### config.mk
export PLATFORM = sky130hd
export DESIGN_NAME = rs232_rx
export DESIGN_NICKNAME = d
export VERILOG_FILES = /design/src/rtl/rs232_rx_pkg.sv /design/src/rtl/rs232_rx_sync.sv /design/src/rtl/rs232_rx.sv
export SDC_FILE = /design/constraint.sdc
export NUM_CORES = 1
export LEC_CHECK = 0
export CORE_MARGIN = 3
export CORE_UTILIZATION = 40
export DETAILED_ROUTE_END_ITERATION = 12
export GPL_TIMING_DRIVEN = 1
export REMOVE_ABC_BUFFERS = 1
export SYNTH_ARGS = -nofsm -noshare
export SYNTH_HDL_FRONTEND = slang
export SYNTH_HIERARCHICAL = 1
export SYNTH_SLANG_ARGS = --single-unit
### constraint.sdc
create_clock -name clk -period 2.6 [get_ports clk]
set_clock_uncertainty 0.15 [all_clocks]
set_input_delay 0.52 -clock clk [delete_from_list [all_inputs] [get_ports clk]]
set_output_delay 0.52 -clock clk [all_outputs]
set_load 0.05 [all_outputs]
### src/rtl/rs232_rx_pkg.sv
`default_nettype none
// +------------------------------------------------------------------+
// | rs232_pkg : 8N1 frame constants and FSM encoding shared by the   |
// |             RS232 receiver and transmitter.                      |
// | Revision  : 1.0                                                  |
// +------------------------------------------------------------------+
package rs232_pkg;

   localparam int   DATA_BITS   = 8;
   localparam int   START_BITS  = 1;
   localparam int   STOP_BITS   = 1;
   localparam int   FRAME_BITS  = START_BITS + DATA_BITS + STOP_BITS;
   localparam int   IDX_W       = $clog2(DATA_BITS);

   localparam logic IDLE_LEVEL  = 1'b1;
   localparam logic START_LEVEL = 1'b0;
   localparam logic STOP_LEVEL  = 1'b1;

   typedef logic [2:0] state_t;

   localparam state_t ST_IDLE  = 3'd0;
   localparam state_t ST_START = 3'd1;
   localparam state_t ST_DATA  = 3'd2;
   localparam state_t ST_STOP  = 3'd3;
   localparam state_t ST_BREAK = 3'd4;

endpackage
`default_nettype wire

### src/rtl/rs232_rx_sync.sv
`default_nettype none
// +------------------------------------------------------------------+
// | rs232_sync : two-flop synchronizer, resets to the idle level (1).|
// | Revision   : 1.0                                                 |
// +------------------------------------------------------------------+
module rs232_sync (
   input  logic clk,
   input  logic reset,
   input  logic d,
   output logic q
);

   logic r_meta;
   logic r_q;

   always_ff @(posedge clk) begin
      if (reset) begin
         r_meta <= 1'b1;
         r_q    <= 1'b1;
      end else begin
         r_meta <= d;
         r_q    <= r_meta;
      end
   end

   assign q = r_q;

endmodule
`default_nettype wire

### src/rtl/rs232_rx.sv
`default_nettype none
// +------------------------------------------------------------------+
// | rs232_rx : 8N1 UART receiver, mid-bit sampling, framing errors.  |
// | Revision : 1.0                                                   |
// +------------------------------------------------------------------+
module rs232_rx
   import rs232_pkg::*;
#(
   parameter int CLKS_PER_BIT = 5208
) (
   input  logic       clk,
   input  logic       reset,
   input  logic       rx,
   output logic [7:0] dato,
   output logic       dv,
   output logic       ferr,
   output logic       busy
);

   localparam int H  = CLKS_PER_BIT / 2;
   localparam int CW = $clog2(CLKS_PER_BIT);

   localparam logic [CW-1:0]    c_half_last = CW'(H - 1);
   localparam logic [CW-1:0]    c_bit_last  = CW'(CLKS_PER_BIT - 1);
   localparam logic [IDX_W-1:0] c_idx_last  = IDX_W'(DATA_BITS - 1);

   state_t               r_state;
   state_t               w_next;
   logic [CW-1:0]        r_cnt;
   logic [IDX_W-1:0]     r_idx;
   logic [DATA_BITS-1:0] r_shift;
   logic [DATA_BITS-1:0] r_dato;
   logic                 r_dv;
   logic                 r_ferr;

   logic                 w_rx_s;
   logic                 w_cnt_half;
   logic                 w_cnt_bit;
   logic                 w_sample;
   logic                 w_shift_en;
   logic                 w_dv_set;
   logic                 w_ferr_set;
   logic                 w_busy;

   rs232_sync u_sync (
      .clk   (clk),
      .reset (reset),
      .d     (rx),
      .q     (w_rx_s)
   );

   assign w_cnt_half = (r_cnt == c_half_last);
   assign w_cnt_bit  = (r_cnt == c_bit_last);

   always_ff @(posedge clk) begin
      if (reset) r_state <= ST_IDLE;
      else       r_state <= w_next;
   end

   always_comb begin
      w_next = r_state;
      case (r_state)
         ST_IDLE:  if (w_rx_s == START_LEVEL) w_next = ST_START;
         ST_START: if (w_cnt_half) w_next = (w_rx_s == START_LEVEL) ? ST_DATA : ST_IDLE;
         ST_DATA:  if (w_cnt_bit && (r_idx == c_idx_last)) w_next = ST_STOP;
         ST_STOP:  if (w_cnt_bit) w_next = (w_rx_s == STOP_LEVEL) ? ST_IDLE : ST_BREAK;
         ST_BREAK: if (w_rx_s == IDLE_LEVEL) w_next = ST_IDLE;
         default:  w_next = ST_IDLE;
      endcase
   end

   always_comb begin
      w_sample   = 1'b0;
      w_shift_en = 1'b0;
      w_dv_set   = 1'b0;
      w_ferr_set = 1'b0;
      w_busy     = (r_state != ST_IDLE);
      case (r_state)
         ST_START: w_sample = w_cnt_half;
         ST_DATA: begin
            w_sample   = w_cnt_bit;
            w_shift_en = w_cnt_bit;
         end
         ST_STOP: begin
            w_sample   = w_cnt_bit;
            w_dv_set   = w_cnt_bit && (w_rx_s == STOP_LEVEL);
            w_ferr_set = w_cnt_bit && (w_rx_s != STOP_LEVEL);
         end
         default: ;
      endcase
   end

   // The counter restarts at every sample point, so each bit is timed from the last sample.
   always_ff @(posedge clk) begin
      if (reset) begin
         r_cnt   <= '0;
         r_idx   <= '0;
         r_shift <= '0;
         r_dato  <= '0;
         r_dv    <= 1'b0;
         r_ferr  <= 1'b0;
      end else begin
         r_dv   <= w_dv_set;
         r_ferr <= w_ferr_set;
         if ((r_state == ST_IDLE) || w_sample) r_cnt <= '0;
         else                                  r_cnt <= r_cnt + CW'(1);
         if (r_state == ST_START)              r_idx <= '0;
         else if (w_shift_en)                  r_idx <= r_idx + IDX_W'(1);
         if (w_shift_en) r_shift <= {w_rx_s, r_shift[DATA_BITS-1:1]};
         if (w_dv_set)   r_dato  <= r_shift;
      end
   end

   assign dato = r_dato;
   assign dv   = r_dv;
   assign ferr = r_ferr;
   assign busy = w_busy;

endmodule
`default_nettype wire

-- Word level (Yosys, flattened, before mapping)
Cells that the tools add are included.
- register bits: 39
- input bits: 3
- output and inout port bits: 11
- logic and storage cells: 47
- add/sub/neg operators: 2
- equal/unequal tests: 12
- muxes and demuxes: 11
- bitwise logic cells: 2
- reductions and logical operators: 11
- operator list (cell ; count):
    $mux W3 ; 6
    $pmux W3 S5 ; 1
    $add A13 B1 Y13 const B ; 1
    $eq A13 B12 Y1 const B ; 1
    $eq A13 B13 Y1 const B ; 1
    $ne A2 B2 Y1 const B ; 4
    $reduce_or A2 Y1 ; 4
    $eq A3 B2 Y1 const B ; 2
    $eq A3 B3 Y1 const B ; 2
    $reduce_and A5 Y1 ; 1
    $add A3 B1 Y3 const B ; 1
    $eq A3 B1 Y1 const B ; 1
    $logic_and A1 B1 Y1 ; 3
    $logic_not A3 Y1 ; 1
    $reduce_bool A3 Y1 ; 1
    $mux W1 ; 2
    $mux W2 ; 1
    $ne A2 B1 Y1 const B ; 1
    $not A1 Y1 ; 2
    $pmux W1 S2 ; 1
    $logic_or A1 B1 Y1 ; 1

-- Logic depth before layout (Yosys ltp)
- depth in word-level cells: 5
- depth in mapped cells: 6
- mapped depth without buffers: 5

-- Modules after synthesis
The synthesis kept the hierarchy.
- by module, submodules not included (module ; times used ; cells each ; area an instance (sq um) ; sequential area each (sq um)):
    rs232_rx ; 1 ; 176 ; 1624.1 ; 740.7
    rs232_sync ; 1 ; 4 ; 52.6 ; 40.0

-- Least setup slack after synthesis
Ideal clock, no wire load.
- path type: reg2reg
- from: register r_cnt[0]
- to: register r_dato[0] (netlist: dato[0])
- library setup time: 116 ps
- arrival: 1581 ps
- data required time: 2334 ps
- slack: 753 ps
- stages on the path, launching flop included: 7
- buffers on the path: 1
- clock period less this slack: 1847 ps
- cell sequence: dfxtp_1 > ha_1 > nor3b_4 > nand4_4 > or2_1 > buf_6 > a31o_1
- cells in the longest elaborated chain, start to end: 3
- RTL lines (item ; RTL line ; text):
    from (decl) ; rs232_rx.sv:29 ; logic [CW-1:0] r_cnt;
    from (signal assigned) ; rs232_rx.sv:106 ; else r_cnt <= r_cnt + CW'(1);
    $eq A13 B13 Y1 ; rs232_rx.sv:53 ; assign w_cnt_bit = (r_cnt == c_bit_last);
    $logic_and A1 B1 Y1 ; rs232_rx.sv:86 ; w_dv_set = w_cnt_bit && (w_rx_s == STOP_LEVEL);
    $mux W1 ; rs232_rx.sv:78 ; case (r_state)
    to (signal assigned) ; rs232_rx.sv:110 ; if (w_dv_set) r_dato <= r_shift;
    to (decl) ; rs232_rx.sv:32 ; logic [DATA_BITS-1:0] r_dato;
No other way between the ends.
A chain may end at the register's enable or synchronous reset.

-- Final worst setup path
- from: register r_state[0]
- to: output port busy
- cells in the longest elaborated chain, start to end: 1
- RTL lines (item ; RTL line ; text):
    from (decl) ; rs232_rx.sv:27 ; state_t r_state;
    from (signal assigned) ; rs232_rx.sv:57 ; else r_state <= w_next;
    $reduce_bool A3 Y1 ; rs232_rx.sv:77 ; w_busy = (r_state != ST_IDLE);
    to (decl) ; rs232_rx.sv:17 ; output logic busy
No other way between the ends.

==> summary.md <==
| Metric | Value |
|---|---|
| RSZ-0062 raised after global routing | `false` |
| CP startpoint kind | `flip-flop` |
| Setup TNS | `0 ps` |
| DIE HEIGHT | `70.74 microns` |
| Total grt overflow | `0` |
| Mapped Cells | `180` |
| Core ar. | `just under 4000 sq um` |
| Commonest non-fill, non-tap cell in the layout | `dfxtp_1` |
| Yosys top cell by area | `dfxtp_1` |
| FMAX | `roughly 460 MHz` |
| Layout fillers | `between 300 and 400` |
| 1st-iter DRT viols | `55` |
| Critical-path cell list | `clkinv_1, nand2_1, buf_4` |
| Worst slew margin relative to its limit | `0.6657` |
| Number of global-route vias before repair | `about 1.2k` |
| # IOs | `14` |
| Sequential area share after synthesis | `0.4657` |
| Mean post-synth cell area | `between 9 and 10 sq um` |
| Synth top area cells | `dfxtp_1 47%, nor2_1 4.3%, a31o_1 4.2%` |
| Worst Hold Margin | `around 260 ps` |
| Post-synth ARST share | `0` |
| Syn-to-layout area delta | `16.12%` |
| Share of cells above drive strength 1 | `0.08718` |
| Post-detail-place hpwl | `approximately 2200 microns` |
| WP buf/inv | `2` |
| Final Max Slew Viols | `0` |
| Cell Area, Synth | `1677 sq um` |
| # resized after CTS | `0` |
| CP Capture Type | `output pin` |
| Die area | `between 5000 and 6000 sq um` |
| Wirelength, routed | `3058 microns` |
| Status | `finished, final reports clean` |
| Yosys warns | `6` |
| Fin. Hold Viols | `0` |
| # nets final | `200` |
| Req. time, crit path | `slightly below 2000 ps` |
| CTS tree | `built` |
| PD cells | `589.5 nW/um^2` |
| Static Leak | `around 0.65 nW` |
| CTS sink cnt | `39` |
| Slew @ Worst Pin | `499.9 ps` |
| DRC viols | `0` |
| Min Tclk post-route | `2191 ps` |
| IO Port Bufs | `13` |
| Post-detailed-route wirelength per cell | `12.58 microns` |
| Max cap viols | `0` |
| Ys flop type | `dfxtp_1` |
| # diodes | `0` |
| Worst VDD drop | `~0.33 mV` |
| Vias per cell | `5.342` |
| First-pass GRT wire length | `5437 microns` |
| Root buffer cell | `clkbuf_8` |
| Most frequent cells in the layout | `39 x dfxtp_1, 19 x nor2_1, 17 x nand2_1, 12 x clkdlybuf4s50_1, 11 x nor3_1` |
| Reg clk slew, reported paths | `about 80 ps` |
| Yosys cell types | `37` |
| Die Wd | `70.74 microns` |
| Iteration count of the initial detailed-routing pass | `4` |
| CTS Buf Count | `5` |
| CP delay by family, top | `flip-flops` |
| Clock Path Buffers | `2` |
| CP max stage delay | `roughly 560 ps` |
| Worst-Skew Late Latency | `approximately 290 ps` |
| Hold WC Path Type | `reg -> reg` |
| Final Setup Violations | `0` |
| Initial antenna violation count | `0` |
| Crit path arrival time | `between 1500 and 2000 ps` |
| Antenna-violating nets left | `0` |
| Via count | `about 1.3k` |
| CP Max Fanout | `12` |
| Num rows | `22` |
| Hold-fix buffers at CTS | `0` |
| Yosys top cell area share | `0.4657` |
| Pin count of the biggest net entering global routing | `17` |
| CP max stage cell | `dfxtp_1` |
| All-Layer GR Usage | `0.1347` |
| Setup bufs post-CTS | `0` |
| Initial Util | `0.4351` |
| GPL Wtd Cong | `~0.82` |
| H-tree levels | `2` |
| EDFF count, synth | `0` |
| Part of the cycle the worst path needs | `0.8427` |
| Critical path class | `reg -> out` |
| #FFs+latches synth | `39` |
state kept, by name (all words and copies together), names as in the netlist:
name / cells
r_cnt: 13
dato: 8
r_shift: 8
r_idx: 3
r_state: 3
dv: 1
ferr: 1
u_sync/q: 1
u_sync/r_meta: 1
cells by family after synthesis:
kind of cell,count (synthesis),synth area share
DFF,39,0.4657
and+or+nand+nor,83,0.2724
muxes,7,0.04179
buffers and inverters,14,0.04328
AOI/OAI and AO/OA,24,0.1022
xor gates and xnor gates,10,0.05224
adders and majority gates,3,0.02239
metrics by stage:
stage	std cells	area [sq um]	worst slack (ps)	total power [W]	util
floorplan	172	1627	631.2	0.0006327	-
global placement	235	1829	409.7	0.0006446	0.4747
detailed placement	235	1829	385.7	0.0006453	0.4747
CTS	243	1947	397.6	0.001158	0.5052
global route	243	1947	259.3	0.001192	0.5052
finish	243	1947	409.0	0.001148	0.5052
synthesized netlist by cell type, types with 4 or more instances:
library cell	instances
xnor2_1	7
dfxtp_1	39
inv_1	4
clkbuf_1	4
nor3_1	11
nand3_1	8
mux2i_1	7
a21oi_1	6
a31o_1	8
o21ai_0	6
nand4_1	8
nand2_1	17
nor2_1	19
power breakdown:
group | switching (W) | internal [W]
registers | 0.00000409 | 0.000600
clock network | 0.000206 | 0.000310
logic | 0.0000184 | 0.00000919
total | 0.000228 | 0.000919
path summary, 6_finish.rpt:
kind	startpoint	end	slack, ps	cells after the start
worst max-delay path	r_state[0]$_SDFFE_PP0P_	busy	410	3
worst min-delay path	u_sync/r_meta$_SDFF_PP1_	u_sync/q$_SDFF_PP1_	260	1
worst max register to register	r_cnt[0]$_SDFF_PP0_	dato[1]$_SDFFE_PP0P_	480	5
worst min register to register	u_sync/r_meta$_SDFF_PP1_	u_sync/q$_SDFF_PP1_	260	1
area by class of cell:
class / count / area [sq um] / area share
Timing Repair Buffer: 15 / 142.6 / 0.07326
Sequential cell: 39 / 780.7 / 0.4010
Multi-Input combinational cell: 127 / 823.3 / 0.4229
Tap cell: 48 / 60.06 / 0.03085
Inverter: 6 / 22.52 / 0.01157
Clock inverter: 2 / 35.03 / 0.01799
Clock buffer: 6 / 82.58 / 0.04242
layer usage:
metal	up-vias	global-route usage	share of wire
li1	664	-	-
met1	606	0.1711	0.47
met2	21	0.2142	0.47
met3	7	0.04261	0.038
met4	0	0.05010	0.018
met5	-	0	0
No activity file was read; power rests on OpenSTA's default activity.
